===== config.mk =====
export PLATFORM = sky130hd
export DESIGN_NAME = pipeline_hazard_ctrl
export DESIGN_NICKNAME = d
export VERILOG_FILES = /design/src/rtl/pipe_pkg.sv /design/src/rtl/sat_counter.sv /design/src/rtl/pipeline_hazard_ctrl.sv
export SDC_FILE = /design/constraint.sdc
export NUM_CORES = 1
export LEC_CHECK = 0
export ABC_AREA = 0
export ABC_CLOCK_PERIOD_IN_PS = 3100
export CAP_MARGIN = 10
export CORE_MARGIN = 2
export CORE_UTILIZATION = 50
export DETAILED_ROUTE_END_ITERATION = 6
export DONT_BUFFER_PORTS = 1
export PLACE_DENSITY_LB_ADDON = 0.05
export SYNTH_ARGS = -nofsm -noshare
export SYNTH_HDL_FRONTEND = slang
export SYNTH_SLANG_ARGS = --single-unit

===== constraint.sdc =====
create_clock -name clk -period 3.1 [get_ports clk]
set_clock_uncertainty 0.2 [all_clocks]
set_input_delay 0.62 -clock clk [delete_from_list [all_inputs] [get_ports clk]]
set_output_delay 0.62 -clock clk [all_outputs]
set_load 0.005 [all_outputs]

===== src/rtl/pipe_pkg.sv =====
`default_nettype none
// ----------------------------------------------------------------------------
// pipe_pkg: shared pipeline types for hazard control and forwarding.  Rev 1.0
// ----------------------------------------------------------------------------
package pipe_pkg;

    localparam int REG_ADDR_W = 4;

    typedef enum logic [1:0] {
        RUN  = 2'd0,
        WAIT = 2'd1,
        ERR  = 2'd2
    } mem_state_e;

endpackage
`default_nettype wire


===== src/rtl/sat_counter.sv =====
`default_nettype none
// ----------------------------------------------------------------------------
// sat_counter: saturating up-counter with synchronous clear.  Rev 1.0
// ----------------------------------------------------------------------------
module sat_counter #(
    parameter int CNT_W = 16
) (
    input  logic             clk,
    input  logic             rst,
    input  logic             inc_i,
    input  logic             clr_i,
    output logic [CNT_W-1:0] count_o
);

    logic [CNT_W-1:0] count_q;
    logic [CNT_W-1:0] count_d;

    // Clear takes precedence over an increment in the same cycle.
    always_comb begin
        count_d = count_q;
        if (clr_i) begin
            count_d = '0;
        end else if (inc_i && (count_q != {CNT_W{1'b1}})) begin
            count_d = count_q + CNT_W'(1);
        end
    end

    always_ff @(posedge clk or negedge rst) begin
        if (!rst) begin
            count_q <= '0;
        end else begin
            count_q <= count_d;
        end
    end

    assign count_o = count_q;

endmodule
`default_nettype wire


===== src/rtl/pipeline_hazard_ctrl.sv =====
`default_nettype none
// ----------------------------------------------------------------------------
// pipeline_hazard_ctrl: RAW/memory-wait stall and branch flush control.  Rev 1.0
// ----------------------------------------------------------------------------
module pipeline_hazard_ctrl
    import pipe_pkg::*;
#(
    parameter int MEM_TIMEOUT = 16,
    parameter int CNT_W       = 16
) (
    input  logic                  clk,
    input  logic                  rst,
    input  logic                  fwd_en,
    input  logic [REG_ADDR_W-1:0] id_src1,
    input  logic [REG_ADDR_W-1:0] id_src2,
    input  logic                  id_use_src1,
    input  logic                  id_two_src,
    input  logic [REG_ADDR_W-1:0] exe_dest,
    input  logic                  exe_wb_en,
    input  logic                  exe_mem_r_en,
    input  logic [REG_ADDR_W-1:0] mem_dest,
    input  logic                  mem_wb_en,
    input  logic                  branch_taken,
    input  logic                  mem_req,
    input  logic                  mem_ready,
    input  logic                  clr_stats,
    output logic                  freeze,
    output logic                  hazard,
    output logic                  flush,
    output logic                  mem_stall,
    output logic                  mem_err,
    output logic [CNT_W-1:0]      stall_count,
    output logic [CNT_W-1:0]      flush_count
);

    localparam int TMR_W = (MEM_TIMEOUT > 2) ? $clog2(MEM_TIMEOUT) : 1;
    localparam logic [TMR_W-1:0] TMR_LAST = TMR_W'(MEM_TIMEOUT - 1);

    mem_state_e       state_q, state_d;
    logic [TMR_W-1:0] timer_q, timer_d;

    logic w_hit_exe;
    logic w_hit_mem;
    logic w_raw;
    logic w_stall;
    logic w_err;

    assign w_hit_exe = (id_use_src1 && (id_src1 == exe_dest)) ||
                       (id_two_src  && (id_src2 == exe_dest));
    assign w_hit_mem = (id_use_src1 && (id_src1 == mem_dest)) ||
                       (id_two_src  && (id_src2 == mem_dest));

    // With forwarding only a load in EXE cannot be bypassed in time.
    assign w_raw = fwd_en ? (w_hit_exe && exe_wb_en && exe_mem_r_en)
                          : ((w_hit_exe && exe_wb_en) || (w_hit_mem && mem_wb_en));

    always_comb begin
        state_d = state_q;
        timer_d = timer_q;
        w_stall = 1'b0;
        w_err   = 1'b0;
        case (state_q)
            RUN: begin
                if (mem_req && !mem_ready) begin
                    w_stall = 1'b1;
                    state_d = WAIT;
                    timer_d = TMR_W'(1);
                end
            end
            WAIT: begin
                if (mem_ready) begin
                    state_d = RUN;
                    timer_d = '0;
                end else begin
                    w_stall = 1'b1;
                    if (timer_q == TMR_LAST) begin
                        state_d = ERR;
                    end else begin
                        timer_d = timer_q + TMR_W'(1);
                    end
                end
            end
            ERR: begin
                w_err   = 1'b1;
                state_d = RUN;
                timer_d = '0;
            end
            default: begin
                state_d = RUN;
                timer_d = '0;
            end
        endcase
    end

    always_ff @(posedge clk or negedge rst) begin
        if (!rst) begin
            state_q <= RUN;
            timer_q <= '0;
        end else begin
            state_q <= state_d;
            timer_q <= timer_d;
        end
    end

    // Outputs are forced low while reset is held so they drop without a clock.
    always_comb begin
        mem_stall = w_stall && rst;
        mem_err   = w_err && rst;
        flush     = branch_taken && !mem_stall && rst;
        hazard    = w_raw && !flush && !mem_stall && rst;
        freeze    = mem_stall || hazard;
    end

    sat_counter #(
        .CNT_W(CNT_W)
    ) u_stall_cnt (
        .clk     (clk),
        .rst     (rst),
        .inc_i   (freeze),
        .clr_i   (clr_stats),
        .count_o (stall_count)
    );

    sat_counter #(
        .CNT_W(CNT_W)
    ) u_flush_cnt (
        .clk     (clk),
        .rst     (rst),
        .inc_i   (flush),
        .clr_i   (clr_stats),
        .count_o (flush_count)
    );

endmodule
`default_nettype wire


==> impl_metrics.csv <==
group,metric,value,unit
detailed_routing,avgRoutedWirePerCell,15.7,um
setup_path,cp_slowest_cell,"or4_1",
clock_tree,ctsResizeCount,0,
detailed_routing,drt_iter0_drc,117,
sta,holdWs,190,ps
placed_design,post-dp-hpwl,3300,um
global_route,grt_start_max_net_pins,39,
power,p_clk_share,36.6,%
clock_tree,cts_buffers,5,
setup_path,critPathArrivalTime,2560,ps
sta,drv_slew,0,
cells_and_area,utilization,54.9,%
setup_path,crit_chain,"and4_4 > and3_4 > and3_4 > a41oi_4 > o21ai_2 > or4_1 > a21oi_1",
logic_synthesis,synth_area_leaders,"dfrtp_1 42%, xor2_1 8.4%, a21oi_1 4.8%",
logic_synthesis,synthTopCellsByCount,"38 x dfrtp_1, 26 x nor2_1, 22 x a21oi_1, 22 x xor2_1, 17 x nand2_1",
power,p_int,0.718,mW
cells_and_area,antenna_cells,0,
cells_and_area,fillers,431,
placed_design,gp_congestion,0.786,
logic_synthesis,yosysMostFrequentCell,"dfrtp_1",
cells_and_area,synthToLayoutAreaGrowth,5.49,%
cells_and_area,nNetsFinal,279,
logic_synthesis,synth_nets,280,
clock_tree,clockBufferDepth,2,
setup_path,start_kind,"register",
logic_synthesis,ys_warn_count,0,
power,power_density,391,mW/mm2
sta,fmax,391,MHz
detailed_routing,remaining_drc_errors,0,
setup_path,crit_family,"simple AND/OR/NAND/NOR gates",
clock_tree,clk_pin_slew,70,ps
cells_and_area,design_area,0.00241,mm2
logic_synthesis,synth_area_per_cell,9.16,um2
logic_synthesis,synth-main-ff-cell,"dfrtp_1",
die,row_count,24,
setup_path,max_stage_delay,570,ps
detailed_routing,first_pass_iters,4,
global_route,antenna_found_initial,0,
setup_path,cp.buffers_inverters,0,
placed_design,port_buffers,0,
sta,worst_slack,544,ps
die,die_y,71.5,um
logic_synthesis,ys_seq_elements,38,
logic_synthesis,yosysSeqAreaShare,41.7,%
cells_and_area,drive_gt1_share,7.63,%
die,ios,65,
global_route,grt_pass1_vias,1709,
global_route,overflow,0,
clock_tree,cts_root_buffer,"clkbuf_8",
detailed_routing,antenna_left,0,
clock_tree,worst_skew_pair.late_latency,280,ps
sta,min_period,2560,ps
global_route,grt_util_all_layers,19.8,%
sta,tightest_slew,782,ps
die,core_area,0.00438,mm2
clock_tree,cts_tree,"yes",
global_route,grt_pass1_wl,8020,um
logic_synthesis,yosysUniqueCellTypes,43,
logic_synthesis,synth_edf_count,0,
power,power_frac_seq,55.0,%
global_route,gr-max-usage-layer,"met2",
sta,setup_viol,0,
power,comb_power_share,8.3,%
status,status,"complete, no violations",
clock_tree,htreeDepth,2,
placed_design,dpl_cell_area,0.00228,mm2
logic_synthesis,netlist_area,0.00228,mm2
sta,final.period_utilization,82.5,%
global_route,grt_use_met1,25.3,%
sta,slew_headroom,47.8,%
logic_synthesis,yosysTopAreaCellShare,41.7,%
setup_path,critPathKind,"reg2reg",
detailed_routing,vias,1792,
logic_synthesis,synth_area_leader_cell,"dfrtp_1",
logic_synthesis,syn_inst,249,
detailed_routing,totalWireLength,4720,um
global_route,grt_use_met3,6.47,%
logic_synthesis,synth-async-reset-ratio,100,%
detailed_routing,viasPerCell,5.95,
power,p_leak,0.970,nW
power,switching_share,23.7,%
setup_path,endpoint_kind,"register",
setup_path,crit_top_cell,"and3_4",
flow_run,max_cap_viol_count,0,
sta,rsz0062_at_grt,"false",
sta,finalHoldViolCount,0,
setup_path,required,3110,ps
power,p_sw,0.223,mW
die,die_x,71.5,um
setup_path,worst-path-max-fanout,24,
power,peakVddDrop,0.000269,V
global_route,grt.met2_usage,31.5,%
hold_path,hp-class,"in2reg",
die,die-area,0.00512,mm2
clock_tree,clock_sinks,38,
placed_design,pre_cts_slack,387,ps
clock_tree,cts_setup_buffers,0,
die,initial_core_util,52.0,%
sta,fin_setup_tns,0,ps
-- cell usage in the layout (no fill, tap or decap), types with 2 or more instances in the layout --
cell type,instances
dfrtp_1,38
nor2_1,26
xor2_1,22
a21oi_1,22
nand2_1,17
nand3_1,15
o21ai_0,14
or3_1,11
inv_1,6
and3_1,6
or4_1,6
clkbuf_8,6
xnor2_1,5
nor3_1,5
o31ai_1,5
a31oi_1,4
nor2b_1,3
and3_4,3
nand4_1,3
ha_1,3
o21ai_2,2
nor4_1,2
and2_1,2
mux2i_1,2
o2111ai_1,2
-- metrics by stage --
step | power, mW | std cells
after floorplan | 0.589 | 249
after global placement | 0.591 | 291
after detailed placement | 0.592 | 291
after CTS | 0.959 | 301
after global routing | 0.994 | 301
final | 0.941 | 301
-- area by class of cell --
cell class / count / area, um2 / share of cell area (%)
multi-input cells: 195 / 1250 / 51.8
well taps: 52 / 65.1 / 2.70
repair buffers: 2 / 30.0 / 1.25
flip-flops and latches: 38 / 951 / 39.5
inverters: 6 / 22.5 / 0.936
clock buffers: 7 / 86.3 / 3.59
clock inverters: 1 / 5.00 / 0.208
-- logic make-up (layout without fill, tap and decap cells) --
logic type	Yosys count	after routing	share of synthesized area [%]
AND/OR/NAND/NOR	105	105	24.9
AO/OA/AOI/OAI	58	58	16.8
flip-flops	38	38	41.7
XOR/XNOR	27	27	10.4
buffers and inverters	16	16	3.67
adder cells (fa/ha/maj)	3	3	1.65
multiplexers	2	2	0.878
-- repair_timing --
action,CTS,global route
endpoints found under the hold margin,38,0
hold buffers,2,0
setup endpoints to repair,0,0
-- path summary, 6_finish.rpt --
| check | from | cells after the start | slack [ps] | endpoint |
|---|---|---|---|---|
| max in group asynchronous | rst | 2 | 1920 | u_flush_cnt.count_o[4]$_DFFE_PN0P_ |
| min in group asynchronous | rst | 2 | 590 | u_stall_cnt.count_o[10]$_DFFE_PN0P_ |
| min reg2reg | state_q[1]$_DFFE_PN0P_ | 1 | 280 | timer_q[0]$_DFFE_PN0P_ |
| max reg2reg | u_stall_cnt.count_o[3]$_DFFE_PN0P_ | 7 | 540 | u_stall_cnt.count_o[15]$_DFFE_PN0P_ |
| min | clr_stats | 1 | 190 | u_stall_cnt.count_o[9]$_DFFE_PN0P_ |
| max | u_stall_cnt.count_o[3]$_DFFE_PN0P_ | 7 | 540 | u_stall_cnt.count_o[15]$_DFFE_PN0P_ |
-- power by group through the flow --
stage / logic, mW / registers [mW] / clock network, mW
floorplan: 0.0664 / 0.523 / 0
global placement: 0.0636 / 0.527 / 0
detailed placement: 0.0649 / 0.527 / 0
CTS: 0.0796 / 0.517 / 0.362
global route: 0.0892 / 0.520 / 0.385
finish: 0.0784 / 0.518 / 0.344
-- metal layers --
| metal | wire [um] | vias to the layer above | share of wire, % |
|---|---|---|---|
| li1 | - | 897 | - |
| met1 | 2030 | 850 | 43 |
| met2 | 2360 | 41 | 50 |
| met3 | 276 | 4 | 5.8 |
| met4 | 55 | 0 | 1.2 |
| met5 | 0 | - | 0 |
-- sequential cells by signal (all words and copies together) (netlist names) --
register and flops:
state_q 2, timer_q 4, u_flush_cnt.count_o 16, u_stall_cnt.count_o 16
(Power assumes the default switching activity.)
